===== src/rtl/muldiv_sequencer.sv =====
// Sequences multi-cycle multiply/divide ops from the EX stage: starts the
// selected unit, stalls the front of the pipeline while it runs, and holds
// the result for EX_MEM capture. Handles flush (drain), debug freeze and a
// wait timeout that sets a sticky error flag.
module muldiv_sequencer #(
  parameter int unsigned TIMEOUT = 64
) (
  input  logic        clk,
  input  logic        Rst,
  input  logic        issue_valid,
  input  logic        is_mul,
  input  logic        is_div,
  input  logic [4:0]  issue_rd,
  input  logic        flush,
  input  logic        mem_hold,
  input  logic        dbg,
  input  logic        mul_done,
  input  logic        div_done,
  input  logic [31:0] mul_res,
  input  logic [31:0] div_res,
  output logic        mul_start,
  output logic        div_start,
  output logic        stall,
  output logic        res_valid,
  output logic [31:0] res,
  output logic [4:0]  res_rd,
  output logic        busy,
  output logic        err
);

  typedef enum logic [2:0] {
    IDLE,
    MUL_WAIT,
    DIV_WAIT,
    DONE,
    DRAIN
  } state_t;

  localparam logic [6:0] CNT_LAST = 7'(TIMEOUT - 1);

  state_t      state;
  state_t      state_nxt;
  logic [6:0]  cnt;
  logic        pend;
  logic [31:0] pend_res;
  logic        drain_div;
  logic        err_q;
  logic [31:0] res_q;
  logic [4:0]  rd_q;

  logic        op_present;
  logic        in_wait;
  logic        tracking;
  logic        unit_div;
  logic        live_done;
  logic [31:0] live_res;
  logic        unit_done;
  logic [31:0] unit_res;
  logic        capture;
  logic        set_err;

  assign op_present = issue_valid & (is_mul | is_div);
  assign in_wait    = (state == MUL_WAIT) | (state == DIV_WAIT);
  assign tracking   = in_wait | (state == DRAIN);
  // In DRAIN the outstanding unit is remembered in drain_div.
  assign unit_div   = (state == DIV_WAIT) | ((state == DRAIN) & drain_div);
  assign live_done  = unit_div ? div_done : mul_done;
  assign live_res   = unit_div ? div_res : mul_res;
  // A done seen during dbg is replayed from pend/pend_res once dbg falls.
  assign unit_done  = pend | live_done;
  assign unit_res   = pend ? pend_res : live_res;

  // State, counter, pending-done and result registers
  always_ff @(posedge clk) begin
    if (Rst) begin
      state     <= IDLE;
      cnt       <= '0;
      pend      <= 1'b0;
      pend_res  <= '0;
      drain_div <= 1'b0;
      err_q     <= 1'b0;
      res_q     <= '0;
      rd_q      <= '0;
    end else if (dbg) begin
      if (tracking && live_done && !pend) begin
        pend     <= 1'b1;
        pend_res <= live_res;
      end
    end else begin
      state <= state_nxt;
      pend  <= 1'b0;
      if ((state_nxt != state) &&
          ((state_nxt == MUL_WAIT) || (state_nxt == DIV_WAIT) || (state_nxt == DRAIN)))
        cnt <= '0;
      else if (tracking)
        cnt <= cnt + 7'd1;
      if ((state == IDLE) && (state_nxt != IDLE))
        rd_q <= issue_rd;
      if (in_wait && (state_nxt == DRAIN))
        drain_div <= (state == DIV_WAIT);
      if (capture)
        res_q <= unit_res;
      if (set_err)
        err_q <= 1'b1;
    end
  end

  // Next-state decision; frozen entirely while dbg is high
  always_comb begin
    state_nxt = state;
    capture   = 1'b0;
    set_err   = 1'b0;
    if (!dbg) begin
      case (state)
        IDLE: begin
          if (op_present && !flush)
            state_nxt = is_mul ? MUL_WAIT : DIV_WAIT;
        end
        MUL_WAIT, DIV_WAIT: begin
          // A done coinciding with flush means the unit is already idle,
          // so there is nothing left to drain.
          if (unit_done) begin
            state_nxt = flush ? IDLE : DONE;
            capture   = !flush;
          end else if (flush) begin
            state_nxt = DRAIN;
          end else if (cnt == CNT_LAST) begin
            state_nxt = IDLE;
            set_err   = 1'b1;
          end
        end
        DONE: begin
          if (flush || !mem_hold)
            state_nxt = IDLE;
        end
        DRAIN: begin
          if (unit_done) begin
            state_nxt = IDLE;
          end else if (cnt == CNT_LAST) begin
            state_nxt = IDLE;
            set_err   = 1'b1;
          end
        end
        default: state_nxt = IDLE;
      endcase
    end
  end

  // Outputs decoded from state; start pulse fires on the first unfrozen wait cycle
  always_comb begin
    mul_start = !Rst && !dbg && (state == MUL_WAIT) && (cnt == '0);
    div_start = !Rst && !dbg && (state == DIV_WAIT) && (cnt == '0);
    stall     = !Rst && (in_wait ||
                         ((state == IDLE) && op_present && !flush) ||
                         ((state == DRAIN) && op_present));
    res_valid = (state == DONE);
    res       = res_q;
    res_rd    = rd_q;
    busy      = (state != IDLE);
    err       = err_q;
  end

endmodule


===== config.mk =====
export PLATFORM = sky130hd
export DESIGN_NAME = muldiv_sequencer
export DESIGN_NICKNAME = d
export VERILOG_FILES = /design/src/rtl/muldiv_sequencer.sv
export SDC_FILE = /design/constraint.sdc
export NUM_CORES = 1
export LEC_CHECK = 0
export CORE_UTILIZATION = 35
export DETAILED_ROUTE_END_ITERATION = 10
export HOLD_SLACK_MARGIN = 0.06
export PLACE_DENSITY = 0.71
export RECOVER_POWER = 25
export SLEW_MARGIN = 20
export SYNTH_ARGS = -nofsm -noshare
export SYNTH_HDL_FRONTEND = slang
export SYNTH_SLANG_ARGS = --single-unit

===== constraint.sdc =====
create_clock -name clk -period 4.6 [get_ports clk]
set_clock_uncertainty 0.1 [all_clocks]
set_input_delay 1.15 -clock clk [delete_from_list [all_inputs] [get_ports clk]]
set_output_delay 1.15 -clock clk [all_outputs]
set_load 0.03 [all_outputs]

Yosys cells after proc, flatten, opt, wreduce, memory -nomap -nowiden
Cells that the tools add are included.

storage, ports and cells
  register bits = 82
  bits of input ports = 79
  output and inout bits = 43
  word-level logic and storage cells = 88

cells by class
  $add $sub $neg = 1
  equality and inequality tests = 9
  multiplexer cells = 24
  bitwise gates (word level) = 8
  reductions and logical operators = 38

operators by type and width
  kind                                                                    number
  32-bit two-way mux                                                      2
  3-bit two-way mux                                                       7
  1-bit logical AND                                                       15
  7-bit two-way mux                                                       2
  3-bit one-hot mux with 4 select lines                                   1
  2-bit AND reduction                                                     6
  3-bit by 2-bit equality test with 1-bit output (second input constant)  3
  1-bit two-way mux                                                       9
  7-bit by 1-bit adder with 7-bit output (second input constant)          1
  7-bit by 6-bit equality test with 1-bit output (second input constant)  1
  7-bit zero test                                                         1
  3-bit by 1-bit equality test with 1-bit output (second input constant)  2
  3-bit equality test (second input constant)                             2
  3-bit nonzero test                                                      2
  1-bit zero test                                                         5
  1-bit logical OR                                                        5
  1-bit OR                                                                5
  2-bit two-way mux                                                       2
  2-bit OR reduction                                                      2
  3-bit zero test                                                         1
  3-bit inequality test                                                   1
  1-bit bitwise AND                                                       2
  1-bit one-hot mux with 2 select lines                                   1
  2-bit nonzero test                                                      1
  1-bit NOT                                                               1

Depth between registers and ports, before layout
  word-level depth = 14
  depth in mapped cells = 9
  depth with buffers taken out = 7

Least setup slack after synthesis
No wires, ideal clock.

  path type = input port to output port
  from = input dbg
  to = output div_start
  data arrival time = 2.387 ns
  required time = 3.350 ns
  setup slack = 0.963 ns
  cell stages on the path = 5
  buffers on the path = 2
  cell sequence = clkbuf_1 -> clkbuf_1 -> nor2_1 -> nand3_1 -> nor3_1

between the ends
  word-level cells in the longest chain between the ends = 4

RTL lines
  what                             RTL line  source
  start: declaration               16        input logic dbg,
  1-bit zero test                  152       div_start = !Rst && !dbg && (state == DIV_WAIT) && (cnt == '0);
  1-bit logical AND (3 in series)  152
  end: declaration                 22        output logic div_start,

No other way between the ends.

Final worst setup path
  from = input issue_valid
  to = output stall

between the ends
  word-level cells in the longest chain between the ends = 6
  elaborated cells on any way between the ends = 7
  classes of those cells = 1 x bitwise; 6 x reduce/logical

RTL lines
  what                             RTL line  source
  start: declaration               10        input logic issue_valid,
  1-bit bitwise AND (*)            62        assign op_present = issue_valid & (is_mul | is_div);
  1-bit logical AND (2 in series)  154       ((state == IDLE) && op_present && !flush) ||
  1-bit logical OR                 153       stall = !Rst && (in_wait ||
  1-bit logical OR (*)             154
  1-bit logical AND (*)            153
  end: declaration                 23        output logic stall,

Mark *: on every way between the ends. The rest lies on a longest branch, timed or not.

==> results_dict.tcl <==
set metrics [dict create \
    required_ps 3350 \
    synth-seq-cells 82 \
    globalRoute.totalOverflow 0 \
    synth-seq-area-share 0.385 \
    core_um2 11700 \
    crit_family "buffers and inverters" \
    setup_slack_ps 471 \
    outcome "finished clean" \
    clockBufferDepth 2 \
    cp-start-kind "input port" \
    whs_ps 347 \
    layout.cells.non_filler 787 \
    synth-edff-count 0 \
    avgViaCountPerCell 5.32 \
    clkTransAtPathRegs_ps 60 \
    min_period_ps 4130 \
    synth-xor-area-share 0.0164 \
    pre_cts_slack_ps 459 \
    grt_pass1_wl_mm 18.5 \
    cp-end-kind "output port" \
    hold_buffers 0 \
    die_w_um 112 \
    setup_viol 0 \
    fmax_ghz 0.242 \
    yosys.cell_types.count 59 \
    ioPinCount 122 \
    syn_to_final_growth_pct 37.6 \
    syn_nets 621 \
    ys_async_sr_fraction 0 \
    slew_headroom 0.467 \
    synth.area.top_cells "dfxtp_1, nand2_1, mux2i_1, a21oi_1, a211oi_1" \
    cts_buffers 9 \
    post_cts_buffers 0 \
    synthSimpleGateAreaFrac 0.218 \
    power_leakage_nw 2.27 \
    dieArea_um2 12600 \
    arrival_ps 2880 \
    dr.first_iter.drc_count 222 \
    crit_buf_inv 2 \
    post-route-cell-area_um2 5870 \
    synthFlopType "dfxtp_1" \
    start_util 0.366 \
    diodes 0 \
    synth_mux_area_frac 0.0804 \
    row_count 39 \
    critical_path_cell_count 5 \
    cts_resized 0 \
    maxSlewViolCount 0 \
    max_stage_delay_ps 680 \
    clock_latency_ps 330 \
    drt_wl_total_mm 11.4 \
    finalHoldViolCount 0 \
    synth_top_family_by_area "compound AO/OA/AOI/OAI gates" \
    power.density_nw_per_um2 295 \
    ant_nets 0 \
    mostFrequentLayoutCell "nand2_1" \
    first_pass_iters 4 \
    finalPower_mw 1.73 \
    tightestPinTransition_ps 799 \
    peakVddDrop_mv 0.186 \
    place_hpwl_mm 7.89 \
    yosys.area_share.adder 0.00587 \
    hp-class "flop to flop" \
    layout_common_cells "nand2_1, clkdlybuf4s50_1, dfxtp_1, a21oi_1, nor2_1" \
    gp_congestion 0.848 \
    post-route-util 0.503 \
    vias 4184 \
    rsz0062_at_grt "no" \
    htree_levels 3 \
    nets 720 \
    synth_compound_area_frac 0.242 \
    setup_tns_ps 0 \
    die_h_um 112 \
    post-place-cells 771 \
    avgSynthCellArea_um2 7.90 \
    grt_pass1_vias 3939 \
    crit_path_top_delay_cell "clkdlybuf4s50_1" \
    critPathMaxFanout 3 \
    root_buffer "clkbuf_16" \
    netlist_area_um2 4260 \
    grt_max_degree 76 \
    reg2regPathDepth 7 \
    synthCells 540 \
    drive_above_1_share 0.0637 \
    cpMostUsedCell "clkdlybuf4s50_1" \
    placed_area_um2 5550 \
    fin_crit_sh 0.898 \
    whs_path_depth 2 \
    yosysTopAreaCell "dfxtp_1" \
    io_buffers 121 \
    yosysWarnings 0 \
    cts_tree "yes" \
    synth_top_cell_area_share 0.385 \
    max_cap_viol_count 0 \
    path_class "input port to output port" \
    drc 0 \
    grt_antenna_before_repair 0 \
    grt_use_total 0.180 \
    crit_chain "clkdlybuf4s50_1 > nor3b_1 > o211ai_1 > a21oi_1 > clkdlybuf4s50_1" \
    cts.sinks 82 \
    avgRoutedWirePerCell_um 14.5 \
]
## report_power, final
group / switching, mW / internal, mW
Combinational: 0.110 / 0.115
Sequential: 0.00982 / 0.725
Clock: 0.279 / 0.492
## cells by family after synthesis
family,Yosys count
AO/OA/AOI/OAI,163
XOR/XNOR,8
adder cells (fa/ha/maj),2
buffers and inverters,51
flip-flops,82
multiplexers,34
AND/OR/NAND/NOR,200
## state kept, by name, summed over array words and instances (netlist names)
| register | cells |
|---|---|
| pend_res | 32 |
| res | 32 |
| cnt | 7 |
| res_rd | 5 |
| state | 3 |
| drain_div | 1 |
| err | 1 |
| pend | 1 |
## cell usage after synthesis (all sizes together), types with 3 or more instances
| master | n |
|---|---|
| buf | 18 |
| nand2 | 102 |
| a31oi | 9 |
| clkbuf | 26 |
| dfxtp | 82 |
| xnor2 | 3 |
| or3 | 4 |
| a21oi | 52 |
| a21o | 3 |
| a211oi | 33 |
| and2 | 3 |
| o31ai | 3 |
| nor3 | 7 |
| xor2 | 5 |
| o211ai | 8 |
| o21ai | 37 |
| inv | 7 |
| nor2b | 7 |
| nor2 | 47 |
| nor4b | 7 |
| nand4 | 3 |
| or2 | 3 |
| mux2i | 32 |
| nand2b | 5 |
## routing by layer
| metal | GRT usage | part of all wire | up-vias |
|---|---|---|---|
| li1 | - | - | 2111 |
| met1 | 0.227 | 0.45 | 1917 |
| met2 | 0.304 | 0.48 | 138 |
| met3 | 0.0292 | 0.054 | 18 |
| met4 | 0.0747 | 0.016 | 0 |
| met5 | 0 | 0 | - |
## area by class of cell
type                       count  area [um^2]
clock buffer                  12          246
clock inverter                 4         73.8
fill                        1123         5800
inverter                       7         26.3
multi-input combinational    407         2410
sequential                    82         1640
tap                          143          179
timing repair buffer         132         1290
## worst register-to-register path, cell delays in order (launching register included)
cell	delay, ps
dfxtp_1	790
nand2b_1	280
a31o_2	250
or2_0	320
nand2_1	470
buf_4	370
nand2_1	100
a21oi_1	60
## worst paths after layout
| path | startpoint | endpoint | slack, ps |
|---|---|---|---|
| worst min register to register | res[1] | res[1] | 350 |
| worst min-delay path | res[1] | res[1] | 350 |
| worst max-delay path | issue_valid | stall | 470 |
| worst max register to register | state[2] | res[12] | 1720 |
No activity file was read; power rests on OpenSTA's default activity.
